### config.mk
export PLATFORM = sky130hd
export DESIGN_NAME = key_event_arbiter_flat
export DESIGN_NICKNAME = d
export VERILOG_FILES = /design/src/rtl/key_event_arbiter_if.sv /design/src/rtl/key_event_arbiter.sv /design/src/flat_wrapper.sv
export SDC_FILE = /design/constraint.sdc
export NUM_CORES = 1
export LEC_CHECK = 0
export CORE_MARGIN = 1
export CORE_UTILIZATION = 25
export CTS_BUF_LIST = sky130_fd_sc_hd__clkbuf_16
export DETAILED_ROUTE_END_ITERATION = 8
export PLACE_DENSITY_LB_ADDON = 0.25
export SLEW_MARGIN = 20
export SYNTH_ARGS = -nofsm -noshare
export SYNTH_HDL_FRONTEND = slang
export SYNTH_SLANG_ARGS = --single-unit
### constraint.sdc
create_clock -name clk -period 4.74 [get_ports clk]
set_clock_uncertainty 0.15 [all_clocks]
set_input_delay 0.474 -clock clk [delete_from_list [all_inputs] [get_ports clk]]
set_output_delay 0.474 -clock clk [all_outputs]
set_load 0.05 [all_outputs]
### src/rtl/key_event_arbiter_if.sv
// key_event_arbiter_if: event handshake and status bundle between the keypad
// front end (master) and the calculator control FSM (slave).
interface key_event_arbiter_if #(
  parameter int N_KEYS = 8,
  parameter int CODE_W = 3
);
  logic              key_valid;
  logic [CODE_W-1:0] key_code;
  logic              key_ready;
  logic [N_KEYS-1:0] pending;
  logic              overrun;

  modport master (
    output key_valid,
    output key_code,
    output pending,
    output overrun,
    input  key_ready
  );

  modport slave (
    input  key_valid,
    input  key_code,
    input  pending,
    input  overrun,
    output key_ready
  );
endinterface

### src/rtl/key_event_arbiter.sv
// key_event_arbiter: keypad front end.
// Each raw button is synchronized, debounced and watched for a release (stable
// level falling 1 -> 0). A release latches one pending event per key; pending
// events are offered one at a time, round-robin, over a valid/ready handshake.
// A second event on a key that is still pending is dropped and sets the sticky
// overrun flag.
// Optional macro KEY_REPEAT_EN: while a key is held stable, auto-repeat events
// are generated after REPEAT_DELAY clocks and then every REPEAT_PERIOD clocks.
module key_event_arbiter #(
  parameter int N_KEYS          = 8,
  parameter int DEBOUNCE_CYCLES = 16,
  parameter int CODE_W          = 3,
  parameter int REPEAT_DELAY    = 1000,
  parameter int REPEAT_PERIOD   = 250
) (
  input  logic                clk,
  input  logic                rst,
  input  logic [N_KEYS-1:0]   key_in,
  key_event_arbiter_if.master bus
);

  localparam int                DB_W      = $clog2(DEBOUNCE_CYCLES);
  localparam logic [DB_W-1:0]   DB_LAST   = DB_W'(DEBOUNCE_CYCLES - 1);
  localparam logic [CODE_W-1:0] LAST_CODE = CODE_W'(N_KEYS - 1);
  localparam logic [CODE_W:0]   NK        = (CODE_W + 1)'(N_KEYS);

  typedef enum logic {
    IDLE,
    OFFER
  } state_t;

  // One-clock event pulse per key, out of the per-key pipeline.
  logic [N_KEYS-1:0] key_evt;
  // Second event stage: separates per-key logic from the shared pending logic.
  logic [N_KEYS-1:0] evt_reg;

  logic [N_KEYS-1:0] pending_reg;
  logic [N_KEYS-1:0] pending_next;
  logic              overrun_reg;
  logic              overrun_hit;

  state_t            state_reg;
  state_t            state_next;
  logic              valid_reg;
  logic              valid_next;
  logic [CODE_W-1:0] code_reg;
  logic [CODE_W-1:0] code_next;
  logic [CODE_W-1:0] ptr_reg;
  logic [CODE_W-1:0] ptr_next;

  logic              handshake;
  logic [N_KEYS-1:0] clear_vec;

  logic [2*N_KEYS-1:0] rot_pending;
  logic                grant_found;
  logic [CODE_W-1:0]   grant_off;
  logic [CODE_W:0]     grant_sum;
  logic [CODE_W-1:0]   grant_idx;

  // ---------------------------------------------------------------------------
  // Per-key conditioning: synchronizer, debounce, release / repeat detection
  // ---------------------------------------------------------------------------
  for (genvar gi = 0; gi < N_KEYS; gi++) begin : g_key
    logic            sync1_reg;
    logic            sync2_reg;
    logic            stable_reg;
    logic            stable_prev_reg;
    logic            rel_reg;
    logic [DB_W-1:0] db_cnt_reg;
    logic            fall;
    logic            evt_src;

    // Two-flop synchronizer for the asynchronous button level.
    always_ff @(posedge clk or posedge rst) begin
      if (rst) begin
        sync1_reg <= 1'b0;
        sync2_reg <= 1'b0;
      end else begin
        sync1_reg <= key_in[gi];
        sync2_reg <= sync1_reg;
      end
    end

    // Debounce: stable level follows only after DEBOUNCE_CYCLES differing samples in a row.
    always_ff @(posedge clk or posedge rst) begin
      if (rst) begin
        stable_reg <= 1'b0;
        db_cnt_reg <= '0;
      end else if (sync2_reg != stable_reg) begin
        if (db_cnt_reg == DB_LAST) begin
          stable_reg <= sync2_reg;
          db_cnt_reg <= '0;
        end else begin
          db_cnt_reg <= db_cnt_reg + 1'b1;
        end
      end else begin
        db_cnt_reg <= '0;
      end
    end

    // Release detect: previous stable 1, current stable 0 (presses are ignored).
    assign fall = stable_prev_reg & ~stable_reg;

`ifdef KEY_REPEAT_EN
    localparam int REP_MAX = (REPEAT_DELAY > REPEAT_PERIOD) ? REPEAT_DELAY : REPEAT_PERIOD;
    localparam int REP_W   = $clog2(REP_MAX + 1);

    logic [REP_W-1:0] rep_cnt_reg;
    logic             rep_first_reg;
    logic             rep_fire;

    // The first repeat waits REPEAT_DELAY, later repeats REPEAT_PERIOD.
    assign rep_fire = stable_reg &&
                      (rep_cnt_reg == (rep_first_reg ? REP_W'(REPEAT_DELAY - 1)
                                                     : REP_W'(REPEAT_PERIOD - 1)));

    // Repeat timer runs only while the key is held; restarts on every release.
    always_ff @(posedge clk or posedge rst) begin
      if (rst) begin
        rep_cnt_reg   <= '0;
        rep_first_reg <= 1'b1;
      end else if (!stable_reg) begin
        rep_cnt_reg   <= '0;
        rep_first_reg <= 1'b1;
      end else if (rep_fire) begin
        rep_cnt_reg   <= '0;
        rep_first_reg <= 1'b0;
      end else begin
        rep_cnt_reg   <= rep_cnt_reg + 1'b1;
      end
    end

    assign evt_src = fall | rep_fire;
`else
    assign evt_src = fall;
`endif

    // Edge-detect history and registered event pulse.
    always_ff @(posedge clk or posedge rst) begin
      if (rst) begin
        stable_prev_reg <= 1'b0;
        rel_reg         <= 1'b0;
      end else begin
        stable_prev_reg <= stable_reg;
        rel_reg         <= evt_src;
      end
    end

    assign key_evt[gi] = rel_reg;
  end

  // ---------------------------------------------------------------------------
  // Pending bitmap and overrun
  // ---------------------------------------------------------------------------
  assign handshake = valid_reg & bus.key_ready;
  assign clear_vec = handshake ? (N_KEYS'(1) << code_reg) : '0;

  // A new event beats a same-cycle clear; an event on an uncleared pending key is lost.
  assign pending_next = (pending_reg & ~clear_vec) | evt_reg;
  assign overrun_hit  = |(evt_reg & pending_reg & ~clear_vec);

  // Event stage, pending bitmap and sticky overrun flag.
  always_ff @(posedge clk or posedge rst) begin
    if (rst) begin
      evt_reg     <= '0;
      pending_reg <= '0;
      overrun_reg <= 1'b0;
    end else begin
      evt_reg     <= key_evt;
      pending_reg <= pending_next;
      overrun_reg <= overrun_reg | overrun_hit;
    end
  end

  // ---------------------------------------------------------------------------
  // Round-robin pick: first pending key at or above the pointer, with wrap
  // ---------------------------------------------------------------------------
  assign rot_pending = {pending_reg, pending_reg} >> ptr_reg;

  // Lowest set bit of the rotated bitmap is the offset from the pointer.
  always_comb begin
    grant_found = 1'b0;
    grant_off   = '0;
    for (int k = 0; k < N_KEYS; k++) begin
      if (!grant_found && rot_pending[k]) begin
        grant_found = 1'b1;
        grant_off   = CODE_W'(k);
      end
    end
  end

  assign grant_sum = {1'b0, ptr_reg} + {1'b0, grant_off};
  assign grant_idx = (grant_sum >= NK) ? CODE_W'(grant_sum - NK) : grant_sum[CODE_W-1:0];

  // ---------------------------------------------------------------------------
  // Arbiter FSM
  // ---------------------------------------------------------------------------
  // Next state: latch a grant in IDLE, hold the offer until it is taken.
  always_comb begin
    state_next = state_reg;
    valid_next = valid_reg;
    code_next  = code_reg;
    ptr_next   = ptr_reg;
    case (state_reg)
      IDLE: begin
        valid_next = 1'b0;
        if (grant_found) begin
          code_next  = grant_idx;
          valid_next = 1'b1;
          state_next = OFFER;
        end
      end
      OFFER: begin
        if (bus.key_ready) begin
          valid_next = 1'b0;
          ptr_next   = (code_reg == LAST_CODE) ? '0 : code_reg + 1'b1;
          state_next = IDLE;
        end
      end
      default: begin
        valid_next = 1'b0;
        state_next = IDLE;
      end
    endcase
  end

  // FSM state, offered code and round-robin pointer.
  always_ff @(posedge clk or posedge rst) begin
    if (rst) begin
      state_reg <= IDLE;
      valid_reg <= 1'b0;
      code_reg  <= '0;
      ptr_reg   <= '0;
    end else begin
      state_reg <= state_next;
      valid_reg <= valid_next;
      code_reg  <= code_next;
      ptr_reg   <= ptr_next;
    end
  end

  assign bus.key_valid = valid_reg;
  assign bus.key_code  = code_reg;
  assign bus.pending   = pending_reg;
  assign bus.overrun   = overrun_reg;

endmodule

### src/flat_wrapper.sv
// flat-port wrapper written by rule: the top's interface ports become plain ports
module key_event_arbiter_flat 
#(
  parameter int N_KEYS          = 8,
  parameter int DEBOUNCE_CYCLES = 16,
  parameter int CODE_W          = 3,
  parameter int REPEAT_DELAY    = 1000,
  parameter int REPEAT_PERIOD   = 250
)
  (clk, rst, key_in, bus_key_valid, bus_key_code, bus_pending, bus_overrun, bus_key_ready);
  key_event_arbiter_if #(.N_KEYS(N_KEYS), .CODE_W(CODE_W)) bus_i ();
  input  logic clk;
  input  logic rst;
  input  logic [N_KEYS-1:0] key_in;
  output wire logic [$bits(bus_i.key_valid)-1:0] bus_key_valid;
  output wire logic [$bits(bus_i.key_code)-1:0] bus_key_code;
  output wire logic [$bits(bus_i.pending)-1:0] bus_pending;
  output wire logic [$bits(bus_i.overrun)-1:0] bus_overrun;
  input wire logic [$bits(bus_i.key_ready)-1:0] bus_key_ready;
  assign bus_key_valid = bus_i.key_valid;
  assign bus_key_code = bus_i.key_code;
  assign bus_pending = bus_i.pending;
  assign bus_overrun = bus_i.overrun;
  assign bus_i.key_ready = bus_key_ready;
  key_event_arbiter #(.N_KEYS(N_KEYS), .DEBOUNCE_CYCLES(DEBOUNCE_CYCLES), .CODE_W(CODE_W), .REPEAT_DELAY(REPEAT_DELAY), .REPEAT_PERIOD(REPEAT_PERIOD)) u_core (.clk(clk), .rst(rst), .key_in(key_in), .bus(bus_i));
endmodule
==> impl_metrics.tcl <==
set metrics [dict create \
    worst_ir_drop_vdd_mv 0.160 \
    synth_cell_types 45 \
    cp.required_ns 4.80 \
    muxShareOfSynthArea 0.0755 \
    synth-seq-cells 97 \
    hold_viol 0 \
    syn_area_sq_mm 0.00414 \
    clk_pin_slew_ns 0.07 \
    highest_layer "met4" \
    clock_path_buffers 2 \
    final_cell_mix "dfrtp_1, clkdlybuf4s50_1, o21ai_0" \
    grt_pass1_wl_um 12600 \
    min_period_ns 3.41 \
    synth_edf_count 0 \
    syn_area_per_cell_sq_um 12.6 \
    slew_headroom 0.391 \
    hold_buffers 0 \
    clk_latency_ns 0.34 \
    rsz0062_at_grt "false" \
    viasPerCell 4.30 \
    grt_overflow 0 \
    critPathKind "reg2reg" \
    critPathMaxStageDelay_ns 0.72 \
    gp_congestion 0.791 \
    timing.max_cap.violations 0 \
    drc 0 \
    grt_pass1_vias 2636 \
    cts_resized 0 \
    critPathLaunchType "flip-flop" \
    worst_pin_slew_ns 0.913 \
    grt_usage 0.0961 \
    cts_made_buffers 9 \
    num_antenna_cells 0 \
    die_area_sq_mm 0.0171 \
    cts_sinks 97 \
    grt_start_max_net_pins 76 \
    synth_top_family_by_area "simple AND/OR/NAND/NOR gates" \
    crit_chain "mux2i_1, mux2i_1, o32a_1, nor2b_4, a32o_1, ha_1, inv_1, fa_1, xnor2_1, xnor2_1, mux2i_1" \
    powerDensity_mw_per_mm2 509 \
    post_synth_fa_ha_maj_area_fraction 0.0502 \
    p_leak_nw 2.17 \
    routedWlPerCell_um 12.1 \
    finalWorstSetupSlack_ns 1.33 \
    async_reset_ff_frac 1.00 \
    nFillCells 1636 \
    period_share 0.720 \
    synthCells 329 \
    num_rows 46 \
    largest_register_ffs 32 \
    final_common_cell "dfrtp_1" \
    yosysSeqAreaShare 0.586 \
    io_buffers 23 \
    vias 2501 \
    coreArea_sq_mm 0.0160 \
    crit_slowest_cell "dfrtp_1" \
    first_iter_violations 80 \
    cpLargestDelayFamily "flip-flops" \
    power_switching_uw 855 \
    die_w_um 131 \
    fmax_mhz 293 \
    wirelength_um 7020 \
    synth-compound-area-share 0.107 \
    syn-num-nets 356 \
    cpMostUsedCell "mux2i_1" \
    drt.antenna.violating_nets 0 \
    met3WireLength_um 235 \
    post_cts_buffers 0 \
    arrival_ns 3.48 \
    dieHeight_um 131 \
    status "finished, final reports clean" \
    syn2layout_area_growth_pct 18.9 \
    dp_hpwl_um 5020 \
    wl_met2_um 3300 \
    htreeDepth 3 \
    slew_viol_final 0 \
    synth_flop_cell "dfrtp_1" \
    power.share.clock 0.294 \
    nNetsFinal 387 \
    tns_ns 0 \
    setup_viol 0 \
    p_seq_frac 0.407 \
    hold_class "reg2reg" \
    p_sw_frac 0.341 \
    synthSimpleGateAreaFrac 0.120 \
    met1_length_um 3350 \
    final_layout_size_suffix_gt1_frac 0.101 \
    initial_utilization 0.259 \
    cts_tree "built" \
    p_int_mw 1.65 \
    critPathCaptureType "flip-flop" \
    crit_path_max_fanout 11 \
    place_ws_ns 1.33 \
    drtPass1Iterations 4 \
    root_buffer "clkbuf_16" \
    boundaryPins 24 \
    synthXorXnorAreaFrac 0.0381 \
    power_frac_comb 0.299 \
    path_buf_inv 1 \
    antenna_found_initial 0 \
    yosys_warnings 0 \
]
[cell type report]
cell class / count / area [sq um] / area share
Clock buffer: 9 / 225 / 0.0457
Timing Repair Buffer: 24 / 238 / 0.0483
Sequential cell: 97 / 2430 / 0.493
Tap cell: 216 / 270 / 0.0549
Multi-Input combinational cell: 210 / 1620 / 0.328
Inverter: 18 / 70.1 / 0.0142
Clock inverter: 7 / 77.6 / 0.0157
[worst paths after layout]
kind / from / to / cells after the start / slack, ns
worst max-delay path: u_core.ptr_reg[1] / u_core.bus.key_code[2] / 11 / 1.33
worst min-delay path: u_core.g_key[0].rel_reg / u_core.evt_reg[0] / 0 / 0.20
worst max register to register: u_core.ptr_reg[1] / u_core.bus.key_code[2] / 11 / 1.33
worst min register to register: u_core.g_key[0].rel_reg / u_core.evt_reg[0] / 0 / 0.20
max in group asynchronous: rst / u_core.evt_reg[5] / 3 / 3.03
min in group asynchronous: rst / u_core.g_key[4].sync1_reg / 2 / 0.51
[cell usage after synthesis (2+ instances only)]
master / instances / area [sq um]
nand2b_1: 7 / 43.8
nor2b_1: 19 / 119
nand4b_1: 8 / 70.1
xnor2_1: 18 / 158
mux2i_1: 11 / 110
o21ai_0: 20 / 100
ha_1: 15 / 188
buf_2: 2 / 10.0
mux2i_4: 2 / 45.0
nor3b_1: 7 / 52.6
nand3_1: 14 / 70.1
inv_1: 18 / 67.6
dfrtp_1: 97 / 2430
a21oi_1: 18 / 90.1
mux2_2: 9 / 101
mux2_4: 2 / 30.0
and2_1: 2 / 12.5
o211ai_1: 5 / 37.5
nand2_1: 16 / 60.1
a21o_1: 2 / 15.0
a22oi_1: 4 / 30.0
nor2_1: 10 / 37.5
[kinds of logic after synthesis]
kind of cell / Yosys count
flip-flops: 97
AND/OR/NAND/NOR: 87
AO/OA/AOI/OAI: 64
multiplexers: 25
buffers and inverters: 22
XOR/XNOR: 18
adder cells (fa/ha/maj): 16
[power by group through the flow]
stage | registers [mW] | clock network, mW | logic [mW]
CTS | 1.02 | 0.765 | 0.756
floorplan | 1.06 | 0 | 0.558
global route | 1.04 | 0.811 | 0.833
global placement | 1.04 | 0 | 0.748
finish | 1.02 | 0.738 | 0.749
detailed placement | 1.04 | 0 | 0.748
[per-stage QoR]
stage | utilization | hold WS, ns | power, mW | area (sq um) | instances
6_report | 0.308 | 0.197 | 2.51 | 4930 | 581
5_1_grt | 0.308 | 0.205 | 2.68 | 4930 | 581
4_1_cts | 0.308 | 0.199 | 2.54 | 4930 | 581
3_5_place_dp | 0.289 | 0.185 | 1.79 | 4620 | 565
3_3_place_gp | 0.289 | 0.185 | 1.79 | 4620 | 565
2_1_floorplan | - | 0.181 | 1.62 | 4140 | 329
[routing by layer]
metal	up-vias	track usage
li1	1223	-
met1	1228	0.121
met2	39	0.156
met3	11	0.0232
met4	0	0.0460
met5	-	0
No activity file was read; power rests on OpenSTA's default activity.
